**config.mk**
```make
export PLATFORM = sky130hd
export DESIGN_NAME = dac_spi_multi
export DESIGN_NICKNAME = d
export VERILOG_FILES = /design/src/rtl/dac_spi_multi.sv
export SDC_FILE = /design/constraint.sdc
export NUM_CORES = 1
export LEC_CHECK = 0
export ABC_AREA = 1
export CAP_MARGIN = 15
export CORE_MARGIN = 5
export CORE_UTILIZATION = 60
export DETAILED_ROUTE_END_ITERATION = 8
export HOLD_SLACK_MARGIN = 0.12
export PLACE_DENSITY = 0.84
export SETUP_SLACK_MARGIN = 0.3
export SLEW_MARGIN = 20
export SYNTH_ARGS = -nofsm -noshare
export SYNTH_HDL_FRONTEND = slang
export SYNTH_SLANG_ARGS = --single-unit
```
**constraint.sdc**
```tcl
create_clock -name clk_in -period 3.2 [get_ports clk_in]
set_clock_uncertainty 0.2 [all_clocks]
set_input_delay 0.64 -clock clk_in [delete_from_list [all_inputs] [get_ports clk_in]]
set_output_delay 0.64 -clock clk_in [all_outputs]
set_load 0.01 [all_outputs]
```
**src/rtl/dac_spi_multi.sv**
```systemverilog
// dac_spi_multi: multi-channel SPI write controller for DAC7554-class DACs.
// One shadow word and one pending flag per channel; pending channels are sent
// one frame at a time in round-robin order over sync/sclk/sdi.
// Optional feature macro: DAC_AUTO_REFRESH_EN. When defined, a free-running
// counter re-marks every channel pending once per REFRESH_CYCLES cycles.
module dac_spi_multi #(
    parameter int WORD_W         = 16,
    parameter int NCH            = 4,
    parameter int CLK_DIV        = 4,
    parameter int CS_SETUP       = 1,
    parameter int CS_HOLD        = 1,
    parameter int CS_GAP         = 2,
    parameter int REFRESH_CYCLES = 1000000,
    localparam int CH_W          = (NCH > 1) ? $clog2(NCH) : 1
) (
    input  logic              clk_in,
    input  logic              rst,
    input  logic              wr_en,
    input  logic [CH_W-1:0]   wr_ch,
    input  logic [WORD_W-1:0] wr_data,
    output logic [NCH-1:0]    pending,
    output logic              busy,
    output logic              frame_done,
    output logic [CH_W-1:0]   done_ch,
    output logic              sync,
    output logic              sdi,
    output logic              sclk
);

    localparam int CNT_MAX = (CS_SETUP > CS_HOLD) ? ((CS_SETUP > CS_GAP) ? CS_SETUP : CS_GAP)
                                                  : ((CS_HOLD > CS_GAP) ? CS_HOLD : CS_GAP);
    localparam int CNT_W   = $clog2(CNT_MAX + 1);
    localparam int PH_W    = $clog2(CLK_DIV);
    localparam int BIT_W   = (WORD_W > 1) ? $clog2(WORD_W) : 1;
    localparam int HALF    = CLK_DIV / 2;

    typedef enum logic [2:0] {S_IDLE, S_SETUP, S_SHIFT, S_HOLD, S_GAP} state_e;

    state_e            state_q;
    logic [WORD_W-1:0] shadow_q [NCH];
    logic [NCH-1:0]    pending_q, pending_d;
    logic [WORD_W-1:0] shift_q;
    logic [CNT_W-1:0]  cnt_q;
    logic [PH_W-1:0]   phase_q;
    logic [BIT_W-1:0]  bit_q;
    logic [CH_W-1:0]   rr_q, cur_ch_q, done_ch_q, pick;
    logic              found, wr_hit, start, refresh_hit;
    logic              sync_q, sclk_q, sdi_q, busy_q, frame_done_q;

    assign wr_hit = wr_en && (32'(wr_ch) < 32'(NCH));
    assign start  = (state_q == S_IDLE) && found;

    // Round-robin search: first pending channel at or after rr_q, wrapping.
    always_comb begin : pick_search
        logic [CH_W-1:0] cand;
        // NOTE: every variable gets a default before any branch so no latch is inferred.
        cand  = '0;
        pick  = '0;
        found = 1'b0;
        for (int i = 0; i < NCH; i++) begin
            cand = CH_W'((int'(rr_q) + i) % NCH);
            if (!found && pending_q[cand]) begin
                found = 1'b1;
                pick  = cand;
            end
        end
    end

    // Pending flags: frame-start clear, then host write (write wins), then refresh.
    always_comb begin
        pending_d = pending_q;
        if (start)       pending_d[pick]  = 1'b0;
        if (wr_hit)      pending_d[wr_ch] = 1'b1;
        if (refresh_hit) pending_d        = '1;
    end

    // Host port: shadow words and pending flags.
    always_ff @(posedge clk_in) begin
        if (rst) begin
            pending_q <= '0;
            // NOTE: shadows are reset so a refresh never sends an unwritten, undefined word.
            for (int i = 0; i < NCH; i++) shadow_q[i] <= '0;
        end else begin
            // NOTE: state is updated with non-blocking assignments so every register sees pre-edge values.
            pending_q <= pending_d;
            if (wr_hit) shadow_q[wr_ch] <= wr_data;
        end
    end

`ifdef DAC_AUTO_REFRESH_EN
    localparam int RF_W = (REFRESH_CYCLES > 1) ? $clog2(REFRESH_CYCLES) : 1;
    logic [RF_W-1:0] refresh_q;

    assign refresh_hit = (refresh_q == RF_W'(REFRESH_CYCLES - 1));

    // Free-running refresh period counter.
    always_ff @(posedge clk_in) begin
        if (rst || refresh_hit) refresh_q <= '0;
        else                    refresh_q <= refresh_q + 1'b1;
    end
`else
    assign refresh_hit = 1'b0;
`endif

    // Frame sequencer: IDLE -> SETUP -> SHIFT -> HOLD -> GAP, all outputs registered.
    always_ff @(posedge clk_in) begin
        if (rst) begin
            state_q      <= S_IDLE;
            cnt_q        <= '0;
            phase_q      <= '0;
            bit_q        <= '0;
            shift_q      <= '0;
            rr_q         <= '0;
            cur_ch_q     <= '0;
            done_ch_q    <= '0;
            sync_q       <= 1'b1;
            sclk_q       <= 1'b0;
            sdi_q        <= 1'b0;
            busy_q       <= 1'b0;
            frame_done_q <= 1'b0;
        end else begin
            frame_done_q <= 1'b0;
            case (state_q)
                S_IDLE: begin
                    if (found) begin
                        state_q  <= S_SETUP;
                        cnt_q    <= '0;
                        shift_q  <= shadow_q[pick];
                        sdi_q    <= shadow_q[pick][WORD_W-1];
                        cur_ch_q <= pick;
                        sync_q   <= 1'b0;
                        busy_q   <= 1'b1;
                    end
                end
                S_SETUP: begin
                    if (cnt_q == CNT_W'(CS_SETUP - 1)) begin
                        state_q <= S_SHIFT;
                        phase_q <= '0;
                        bit_q   <= '0;
                        sclk_q  <= 1'b1;
                    end else begin
                        cnt_q <= cnt_q + 1'b1;
                    end
                end
                S_SHIFT: begin
                    if (phase_q == PH_W'(CLK_DIV - 1)) begin
                        phase_q <= '0;
                        if (bit_q == BIT_W'(WORD_W - 1)) begin
                            state_q <= S_HOLD;
                            cnt_q   <= '0;
                        end else begin
                            // Next bit goes out together with the sclk rising edge.
                            bit_q   <= bit_q + 1'b1;
                            shift_q <= shift_q << 1;
                            sdi_q   <= shift_q[WORD_W-2];
                            sclk_q  <= 1'b1;
                        end
                    end else begin
                        phase_q <= phase_q + 1'b1;
                        if (phase_q == PH_W'(HALF - 1)) sclk_q <= 1'b0;
                    end
                end
                S_HOLD: begin
                    if (cnt_q == CNT_W'(CS_HOLD - 1)) begin
                        state_q      <= S_GAP;
                        cnt_q        <= '0;
                        sync_q       <= 1'b1;
                        sdi_q        <= 1'b0;
                        frame_done_q <= 1'b1;
                        done_ch_q    <= cur_ch_q;
                        rr_q         <= (cur_ch_q == CH_W'(NCH - 1)) ? '0 : cur_ch_q + 1'b1;
                    end else begin
                        cnt_q <= cnt_q + 1'b1;
                    end
                end
                S_GAP: begin
                    if (cnt_q == CNT_W'(CS_GAP - 1)) begin
                        state_q <= S_IDLE;
                        busy_q  <= 1'b0;
                    end else begin
                        cnt_q <= cnt_q + 1'b1;
                    end
                end
                default: state_q <= S_IDLE;
            endcase
        end
    end

    assign pending    = pending_q;
    assign busy       = busy_q;
    assign frame_done = frame_done_q;
    assign done_ch    = done_ch_q;
    assign sync       = sync_q;
    assign sdi        = sdi_q;
    assign sclk       = sclk_q;

endmodule

```
==> results of run 1 <==
## area by class of cell
class | instances | area [sq um] | area share (%)
clock buffers | 10 | 128 | 2.19
clock inverters | 6 | 78.8 | 1.35
inverters | 53 | 199 | 3.41
multi-input cells | 446 | 2140 | 36.6
flip-flops and latches | 105 | 2740 | 47.1
well taps | 108 | 135 | 2.32
repair buffers | 44 | 408 | 7.00
## synth_stat cells
| cell type | instances |
|---|---|
| a21oi_1 | 14 |
| o21ai_2 | 1 |
| edfxtp_1 | 64 |
| nand2_1 | 184 |
| nand3_2 | 13 |
| nand3_1 | 44 |
| a21o_1 | 1 |
| clkbuf_1 | 8 |
| nor2_4 | 2 |
| ha_1 | 7 |
| buf_1 | 1 |
| buf_12 | 1 |
| buf_4 | 7 |
| nand4_1 | 1 |
| inv_2 | 8 |
| nor2_2 | 3 |
| nor2_1 | 113 |
| nand2_2 | 13 |
| o21ai_0 | 8 |
| nand2_4 | 3 |
| nor3b_1 | 2 |
| buf_2 | 2 |
| o22ai_1 | 1 |
| a21oi_2 | 14 |
| o31ai_1 | 5 |
| xor2_1 | 1 |
| a31oi_1 | 1 |
| inv_1 | 45 |
| o211a_1 | 1 |
| buf_8 | 1 |
| a211oi_1 | 4 |
| nor3_1 | 10 |
| buf_6 | 6 |
| dfxtp_1 | 41 |
## power groups by stage
stage          sequential, uW  combinational (uW)  clock (uW)
3_5_place_dp             1840                1850           0
3_3_place_gp             1830                1790           0
5_1_grt                  1840                2140         937
6_report                 1820                1900         863
4_1_cts                  1820                1890         883
2_1_floorplan            1810                1580           0
## through the flow
stage          util, %  area [sq um]
2_1_floorplan        -          5270
5_1_grt           67.5          5830
4_1_cts           67.4          5820
3_5_place_dp      65.0          5610
6_report          67.5          5830
3_3_place_gp      65.0          5610
## worst max-delay path, cell delays in order (launching register included)
cell     delay [ps]
dfxtp_2         500
inv_2           130
nand2_1         100
nand3_1         120
nand2_2         140
nor2_1           60
nor2_1          120
nand2_2          90
nand2_4         310
inv_1           200
nand2_1         100
nand2_1          60
nand2_1          60
nand2_1          50
nand2_1          60
a21oi_2          50
## routing by layer
metal,global-route usage (%),vias up
li1,-,2082
met4,7.12,0
met5,0,-
met2,40.5,153
met1,25.3,1963
met3,5.16,35
## timing repair
| item | in CTS | in global routing |
|---|---|---|
| endpoints found under the setup margin | 0 | 16 |
| resized for setup | 0 | 2 |
| endpoints found under the hold margin | 0 | 0 |
## cell usage in the layout (no fill, tap or decap), drive strengths merged, types with 4 or more instances in the layout
master and count:
nand2 200, nor2 118, edfxtp 64, inv 58, nand3 57, dfxtp 41
clkdlybuf4s50 31, a21oi 28, buf 13, nor3 10, clkbuf 10, o21ai 9
ha 7, o31ai 5, a211oi 4
## cell families (layout without fill, tap and decap cells)
| family | Yosys count | in the layout |
|---|---|---|
| AO/OA/AOI/OAI | 50 | 50 |
| XOR/XNOR | 1 | 1 |
| adder cells (fa/ha/maj) | 7 | 7 |
| buffers and inverters | 79 | 113 |
| flip-flops | 105 | 105 |
| AND/OR/NAND/NOR | 388 | 388 |
## final timing paths
kind / start / endpoint / slack (ps) / cells after the start
max: rr_q[0] / shift_q[0] / 720 / 15
min: busy / busy / 270 / 2
max reg2reg: rr_q[0] / shift_q[0] / 720 / 15
min reg2reg: busy / busy / 270 / 2
## sequential cells by signal, indices dropped and copies added, names as in the netlist
register / count
sync: 1
busy: 1
sdi: 1
sclk: 1
phase_q: 2
state_q: 3
frame_done: 1
pending: 4
cur_ch_q: 2
shadow_q: 64
done_ch: 2
bit_q: 4
shift_q: 15
rr_q: 2
cnt_q: 2
==> results by group, run 1 <==
Synth
  – Syn Area/Cell: 8.36 sq um
  – Synth top area cells: edfxtp_1 (36%), dfxtp_1 (16%), nand2_1 (13%)
  – Yosys Warn Count: 0
  – Compound-gate portion of the synthesized area: 6.44%
  – Cell taking the most area after synthesis: edfxtp_1
  – Synthesized-area fraction occupied by adder cells: 1.66%
  – Area share of xor/xnor cells in the synthesized design: 0.166%
  – Cell area after synthesis: 5270 sq um
  – #FFs+latches synth: 105
  – Yosys cell types: 34
  – Mux share of post-synthesis cell area: 0%
  – Simple-Gate Fraction of Synth Area: 32.1%
  – Main combinational cell family by area after synthesis: simple AND/OR/NAND/NOR gates
  – Syn Nets: 658
  – Synth top area share: 36.5%
  – Part of the Yosys area used for sequential elements: 52.1%
  – Post-Synthesis Cells: 630

Cells and area
  – Final cell count without fillers: 772
  – P&R area growth vs syn: 10.6%
  – Layout cells sized above 1: 13.0%
  – Filler cells: 670
  – ANT cells: 0
  – Nets: 687

Power and ir drop
  – Switching pwr: 1910 uW
  – Sw Ratio: 41.6%
  – PwrDens: 787 nW/um^2
  – Cell-internal power: 2680 uW
  – Part of the power in combinational logic: 41.5%
  – Clock share of power: 18.8%
  – Flop pwr share: 39.7%
  – Maximum VDD drop: 348 uV
  – P_leak: 0.00255 uW
  – Final Power: 4590 uW

Setup path
  – CP required: 3240 ps
  – Critical Path Start Type: flop
  – WS Path Type: flop to flop
  – WP data arrival: 2530 ps
  – Crit end category: flop
  – Peak fanout along the critical path: 36

Route
  – WL met3: 734 microns
  – Antenna-violating nets left: 0
  – Vias/cell: 5.48
  – Met2 wire len: 6.22 mm
  – WL final: 11.8 mm
  – Drc violations: 0
  – Max Used Layer: met4
  – Routed len/inst: 15.3 microns
  – Via count: 4233
  – 1st-iter DRT viols: 281
  – 1st-pass router iterations: 5
  – M1 WL: 4.52 mm

Global routing
  – Initial antenna violation count: 0
  – Total global-route track usage: 22.1%
  – Vias in the first global route: 4281
  – First-pass GRT wire length: 19.8 mm
  – Grt total ovfl: 0
  – Largest net degree at the start of global routing: 37

Clock tree
  – Clock slew at reported path FFs: 110 ps
  – Post-CTS Repair Setup Buffers: 0
  – CTS tree: done
  – Root buf cell: clkbuf_8
  – Hold-fix buffers at CTS: 0
  – Clk_lat worst skew: 370 ps
  – Htree depth: 3
  – Clk sinks: 105
  – Clk buf depth: 2
  – CTS buffer count: 9

Timing
  – Setup Viol. Count Final: 0
  – Fin crit share: 77.6%
  – Worst Slack Setup Final: 716 ps
  – WHS: 274 ps
  – Minimum clock period: 2480 ps
  – Final hold violation count: 0
  – Slew margin rel.: 72.8%
  – Actual slew at the worst max-slew pin: 408 ps
  – Unrepaired setup endpoints after global routing: no
  – Achievable Freq: 403 MHz
  – Setup TNS: 0 ps
  – Max Transition Viols Final: 0

Placement
  – Worst slack at placement: 438 ps
  – IO Port Bufs: 31
  – Final Wtd Congestion: 0.824
  – Hpwl dp: 7.60 mm
  – Placed insts: 756

Floorplanning
  – Die X: 104 microns
  – Die H: 104 microns
  – Num rows: 34
  – IO Pins: 32
  – Die ar.: 10800 sq um
  – CORE AREA: 8640 sq um
  – Starting Density: 61.0%

Status
  – Outcome: complete, no violations

Flow run
  – Number of max-cap violations: 0

Worst hold path
  – Worst Hold Class: flop to flop
Power figures use the tool's default switching activity.
==> inputs of run 2 (changes only) <==
--- a/config.mk
+++ b/config.mk
@@ -8,10 +8,10 @@
 export ABC_AREA = 1
 export CAP_MARGIN = 15
 export CORE_MARGIN = 5
-export CORE_UTILIZATION = 60
+export CORE_UTILIZATION = 59
 export DETAILED_ROUTE_END_ITERATION = 8
 export HOLD_SLACK_MARGIN = 0.12
-export PLACE_DENSITY = 0.84
+export PLACE_DENSITY = 0.83
 export SETUP_SLACK_MARGIN = 0.3
 export SLEW_MARGIN = 20
 export SYNTH_ARGS = -nofsm -noshare
==> constraint.sdc (replaced) <==
create_clock -name clk_in -period 2.4 [get_ports clk_in]
set_clock_uncertainty 0.2 [all_clocks]
set_input_delay 0.48 -clock clk_in [delete_from_list [all_inputs] [get_ports clk_in]]
set_output_delay 0.48 -clock clk_in [all_outputs]
set_load 0.01 [all_outputs]
==> run 2 against run 1 <==
  * Routed wire length about the same
  * Register-to-register slack worse by 520 ps
  * Final area rose by 5.9%
  * Global-route usage fell by 0.66 points
  * Total power rose by 45%
==> results by group, run 2 (same netlist as run 1, synthesis figures left out) <==
Floorplanning
  – Starting Density: 60.4% (-0.60 points)
  – Num rows: 34 (unchanged)
  – Die ar.: 10900 sq um (+1.5%)
  – Die X: 105 microns (+0.76%)
  – IO Pins: 32 (unchanged)
  – Die H: 105 microns (+0.76%)
  – CORE AREA: 8720 sq um (+0.99%)

Flow run
  – Number of max-cap violations: 0 (unchanged)

Global routing
  – Vias in the first global route: 4080 (-4.7%)
  – Initial antenna violation count: 0 (unchanged)
  – Grt total ovfl: 0 (unchanged)
  – Total global-route track usage: 21.5% (-0.66 points)
  – First-pass GRT wire length: 19.3 mm (-2.4%)
  – Largest net degree at the start of global routing: 29 (-22%)

Timing
  – Setup Viol. Count Final: 0 (unchanged)
  – Achievable Freq: 453 MHz (+13%)
  – Minimum clock period: 2210 ps (-278 ps)
  – WHS: 276 ps (+2.21 ps)
  – Final hold violation count: 0 (unchanged)
  – Worst Slack Setup Final: 194 ps (-522 ps)
  – Actual slew at the worst max-slew pin: 400 ps (-8.30 ps)
  – Max Transition Viols Final: 0 (unchanged)
  – Fin crit share: 91.9% (+14 points)
  – Setup TNS: 0 ps (unchanged)
  – Slew margin rel.: 73.3% (+0.55 points)
  – Unrepaired setup endpoints after global routing: yes

Route
  – Drc violations: 0 (unchanged)
  – Via count: 4214 (-0.45%)
  – Antenna-violating nets left: 0 (unchanged)
  – 1st-iter DRT viols: 223 (-21%)
  – Routed len/inst: 15.0 microns (-1.6%)
  – Vias/cell: 5.37 (-2.1%)
  – WL final: 11.8 mm (about the same)
  – 1st-pass router iterations: 5 (unchanged)

Power and ir drop
  – Flop pwr share: 36.5% (-3.2 points)
  – Switching pwr: 2720 uW (+43%)
  – PwrDens: 1080 nW/um^2 (+37%)
  – P_leak: 0.00270 uW (+5.8%)
  – Clock share of power: 17.3% (-1.5 points)
  – Part of the power in combinational logic: 46.2% (+4.7 points)
  – Maximum VDD drop: 566 uV (+63%)
  – Cell-internal power: 3940 uW (+47%)
  – Sw Ratio: 40.9% (-0.72 points)

Cells and area
  – Largest Register: shadow_q
  – Commonest non-fill, non-tap cell in the layout: nand2_1
  – Max reg flops: 64 (unchanged)
  – ANT cells: 0 (unchanged)
  – Top Registers: shadow_q (64), shift_q (15)
  – P&R area growth vs syn: 17.2%
  – Most frequent cells in the layout: nand2_1 (178), nor2_1 (110), edfxtp_1 (64), inv_1 (44), nand3_1 (39)
  – Layout cells sized above 1: 17.9% (+4.9 points)
  – Nets: 700 (+1.9%)

Status
  – Outcome: complete, no violations

Setup path
  – WP data arrival: 2250 ps (-280 ps)
  – RR Startpoint: rr_q[0]
  – CP required: 2450 ps (-790 ps)
  – Peak fanout along the critical path: 8 (-78%)
  – Critical Path Start: rr_q[0]
  – WS Path Type: flop to flop
  – Crit end category: flop
  – Critical Path Start Type: flop

Clock tree
  – Clock slew at reported path FFs: 110 ps (about the same)
  – CTS tree: done
  – Clk sinks: 105 (unchanged)
  – CTS buffer count: 9 (unchanged)
  – Clk buf depth: 2 (unchanged)
  – Clk_lat worst skew: 370 ps (about the same)
  – Root buf cell: clkbuf_8
  – Htree depth: 3 (unchanged)

Worst hold path
  – Worst Hold Class: flop to flop
  – Hold path startpoint: busy

Placement
  – Hpwl dp: 7.78 mm (+2.4%)
  – IO Port Bufs: 31 (unchanged)
  – Worst slack at placement: 90.5 ps (-347 ps)
  – Final Wtd Congestion: 0.899 (+9.2%)
run 2: cell count changes in the layout (fill, tap and decap cells not counted), moves of 3 or more:
cell | before | now
nand3_2 | 12 | 17
nand2_2 | 13 | 17
dfxtp_1 | 40 | 35
inv_4 | 0 | 3
buf_12 | 0 | 8
nand2_1 | 184 | 178
nand3_1 | 44 | 39
inv_2 | 8 | 5
nor2_1 | 113 | 110
dfxtp_2 | 1 | 4
run 2: layout make-up:
class                   count  area (sq um)
inverters                  53           211
fillers                   656          2550
clock buffers               9           124
well taps                 108           135
flip-flops and latches    105          2760
multi-input cells         446          2220
clock inverters             7          83.8
repair buffers             57           648
run 2: through the flow:
step                util [%]  total power [uW]  cells  cell area (sq um)
floorplan                  -              4530    630               5270
global placement        66.2              5080    764               5770
detailed placement      66.2              5180    764               5770
CTS                     69.3              6370    781               6040
global route            70.8              7100    785               6170
finish                  70.8              6650    785               6170
run 2: what timing repair did:
item / CTS / global route
hold buffers: 0 / 0
endpoints found under the setup margin: 22 / 33
resized for setup: 16 / 24
setup buffers: 1 / 1
gates cloned: 0 / 3
pin swaps: 2 / 5
endpoints found under the hold margin: 0 / 0
run 2: critical path: stages, from the launching register on:
cell       delay (ps)
dfxtp_4           430
buf_6             130
nand2_2            60
nand2_4            90
nand2_1            90
o21ai_2           100
nand3_2           120
nand2_4           160
nand2_8           100
clkbuf_16         170
nand2_1            50
nand2_1            50
nand2_1            70
nand3_2           120
nand2_2            90
a21oi_2            50
run 2: power by group through the flow:
stage	sequential [uW]	clock (uW)	combinational, uW
CTS	2420	1160	2800
floorplan	2420	0	2110
finish	2430	1150	3070
detailed placement	2450	0	2730
global route	2460	1220	3420
global placement	2440	0	2650
run 2: final timing paths:
| kind | end | slack [ps] | depth (start not counted) |
|---|---|---|---|
| hold / removal | busy | 280 | 2 |
| setup reg to reg | shift_q[3] | 190 | 15 |
| setup / recovery | shift_q[3] | 190 | 15 |
| hold reg to reg | busy | 280 | 2 |
run 2: per-layer routing:
metal	GRT usage, %	part of all wire, %	wire (microns)	vias to the layer above
li1	-	-	-	2112
met1	28.2	42	4950	1952
met2	36.0	50	5920	130
met3	3.17	6.1	716	20
met4	8.05	1.8	215	0
met5	0	0	0	-
==> inputs of run 3 (changes only) <==
--- a/config.mk
+++ b/config.mk
@@ -6,10 +6,11 @@
 export NUM_CORES = 1
 export LEC_CHECK = 0
 export ABC_AREA = 1
-export CAP_MARGIN = 15
+export CAP_MARGIN = 25
 export CORE_MARGIN = 5
 export CORE_UTILIZATION = 59
 export DETAILED_ROUTE_END_ITERATION = 8
+export GPL_ROUTABILITY_DRIVEN = 0
 export HOLD_SLACK_MARGIN = 0.12
 export PLACE_DENSITY = 0.83
 export SETUP_SLACK_MARGIN = 0.3
==> run 3 against run 2 <==
  * Total power rose by 5.3%
  * Sequential share of layout area decreased by 1.4 points
  * Worst hold slack gained 2.6 ps
  * Maximum frequency fell by 0.95%
  * Via count grew 5.8%
  * Count of clock-buffer cells in the layout is 1 higher
  * Core utilization is 2.4 points higher
==> results by group, run 3 (same netlist as run 1, synthesis figures left out) <==
Global routing
  – Total global-route track usage: 22.0% (+0.52 points)
  – Vias in the first global route: 4094 (+0.34%)
  – Initial antenna violation count: 0 (unchanged)
  – Largest net degree at the start of global routing: 30 (+3.4%)
  – First-pass GRT wire length: 19.6 mm (+1.8%)
  – Grt total ovfl: 0 (unchanged)

Power and ir drop
  – Sw Ratio: 42.2% (+1.3 points)
  – Maximum VDD drop: 698 uV (+23%)
  – Cell-internal power: 4050 uW (+3.0%)
  – Switching pwr: 2950 uW (+8.7%)
  – Clock share of power: 15.6% (-1.7 points)
  – PwrDens: 1100 nW/um^2 (+1.9%)
  – Part of the power in combinational logic: 49.7% (+3.5 points)
  – Flop pwr share: 34.7% (-1.8 points)
  – P_leak: 0.00278 uW (+3.0%)

Timing
  – Worst Slack Setup Final: 173 ps (-21.1 ps)
  – Minimum clock period: 2230 ps (+21.1 ps)
  – Actual slew at the worst max-slew pin: 420 ps (+19.8 ps)
  – Final hold violation count: 0 (unchanged)
  – Unrepaired setup endpoints after global routing: yes
  – Max Transition Viols Final: 0 (unchanged)
  – Slew margin rel.: 72.0% (-1.3 points)
  – Fin crit share: 92.8% (+0.88 points)
  – Setup Viol. Count Final: 0 (unchanged)
  – Setup TNS: 0 ps (unchanged)
  – Achievable Freq: 449 MHz (-0.95%)

Setup path
  – Critical Path Start Type: flop
  – WS Path Type: flop to flop
  – RR Startpoint: rr_q[0]
  – CP required: 2510 ps (+60 ps)
  – Peak fanout along the critical path: 8 (unchanged)
  – Crit end category: flop
  – Critical Path Start: rr_q[0]
  – WP data arrival: 2340 ps (+90 ps)

Clock tree
  – Clock slew at reported path FFs: 100 ps (about the same)
  – Clk_lat worst skew: 390 ps (+20 ps)
  – CTS buffer count: 9 (unchanged)
  – Root buf cell: clkbuf_8
  – Hold-fix buffers at CTS: 0 (unchanged)
  – Clk buf depth: 2 (unchanged)
  – Clk sinks: 105 (unchanged)
  – Htree depth: 3 (unchanged)
  – CTS tree: done

Route
  – Via count: 4458 (+5.8%)
  – Drc violations: 0 (unchanged)
  – Vias/cell: 5.61 (+4.6%)
  – WL final: 13.0 mm (+9.8%)
  – Routed len/inst: 16.3 microns (+8.5%)
  – 1st-pass router iterations: 5 (unchanged)
  – Antenna-violating nets left: 0 (unchanged)
  – 1st-iter DRT viols: 315 (+41%)

Floorplanning
  – Die H: 105 microns (unchanged)
  – Starting Density: 60.4% (unchanged)
  – Die X: 105 microns (unchanged)
  – IO Pins: 32 (unchanged)
  – Die ar.: 10900 sq um (unchanged)
  – CORE AREA: 8720 sq um (unchanged)
  – Num rows: 34 (unchanged)

Cells and area
  – Area of the multi-input gates: 2340 sq um (+5.5%)
  – Filler cells: 598 (-8.8%)
  – Max reg flops: 64 (unchanged)
  – Most frequent cells in the layout: nand2_1 (152), nor2_1 (104), edfxtp_1 (64), inv_1 (43)
  – Nets: 709 (+1.3%)
  – P&R area growth vs syn: 21.1%
  – Reg area: 2760 sq um (about the same)
  – ANT cells: 0 (unchanged)
  – Layout cells sized above 1: 23.9% (+6.0 points)
  – Largest Register: shadow_q
  – Top Registers: shadow_q (64), shift_q (15)
  – Commonest non-fill, non-tap cell in the layout: nand2_1

Placement
  – Worst slack at placement: 74.1 ps (-16.4 ps)
  – Hpwl dp: 7.67 mm (-1.4%)
  – IO Port Bufs: 31 (unchanged)

Worst hold path
  – Worst Hold Class: flop to flop
  – Hold path startpoint: shift_q[12]

Flow run
  – Number of max-cap violations: 0 (unchanged)

Status
  – Outcome: complete, no violations
run 3: cell count changes in the layout (fill, tap and decap cells not counted), sizes merged:
cell	before	now
buf	23	32
inv	56	58
bufinv	1	0
clkbuf	12	13
clkinv	2	1
clkinvlp	1	0
run 3: path summary, 6_finish.rpt:
| check | depth (start not counted) | slack [ps] | endpoint |
|---|---|---|---|
| worst max register to register | 17 | 170 | sdi |
| worst min register to register | 2 | 280 | shift_q[12] |
| worst min-delay path | 2 | 280 | shift_q[12] |
| worst max-delay path | 17 | 170 | sdi |
run 3: what timing repair did:
item / 4_1_cts / 5_1_grt
cloned: 0 / 4
pin swaps: 4 / 24
setup endpoints to repair: 22 / 29
gates resized for setup: 16 / 73
buffers inserted: 5 / 5
run 3: power by group through the flow:
stage	logic [uW]	registers [uW]	clock network [uW]
floorplan	2110	2420	0
global placement	2560	2430	0
detailed placement	2630	2440	0
CTS	2810	2410	1100
global route	3800	2460	1190
finish	3490	2430	1090
run 3: metal layers:
metal	up-vias	share of wire, %	track usage, %
met5	-	0	0
met4	0	2.8	7.03
met3	29	5.9	4.72
met2	197	51	37.3
met1	2092	40	28.1
li1	2140	-	-
run 3: metrics by stage:
stage	hold slack (ps)	instances	cell area, sq um	util, %	power (uW)
2_1_floorplan	245	630	5270	-	4530
3_3_place_gp	244	764	5740	65.8	4990
3_5_place_dp	257	764	5740	65.8	5080
4_1_cts	276	785	6020	69.0	6320
5_1_grt	297	794	6380	73.2	7450
6_report	279	794	6380	73.2	7010
run 3: worst max-delay path, stage by stage (launching register included):
cell and delay, ps:
dfxtp_4 390, buf_4 140, nand2_2 60, nand2_1 70, nand2_2 90, nand2_2 70, nor2_4 150, nand3_2 100
nand2_4 120, nand2_8 110, buf_6 150, inv_6 70, nand2_1 50, nand2_1 60, nand2_1 70, nand2_2 90
nand2_1 60, a21oi_1 110
run 3: layout make-up:
class	count	share of cell area, %
tap	108	2.12
multi-input combinational	446	36.6
timing repair buffer	66	11.6
clock buffer	10	2.00
sequential	105	43.2
inverter	53	3.39
clock inverter	6	0.980
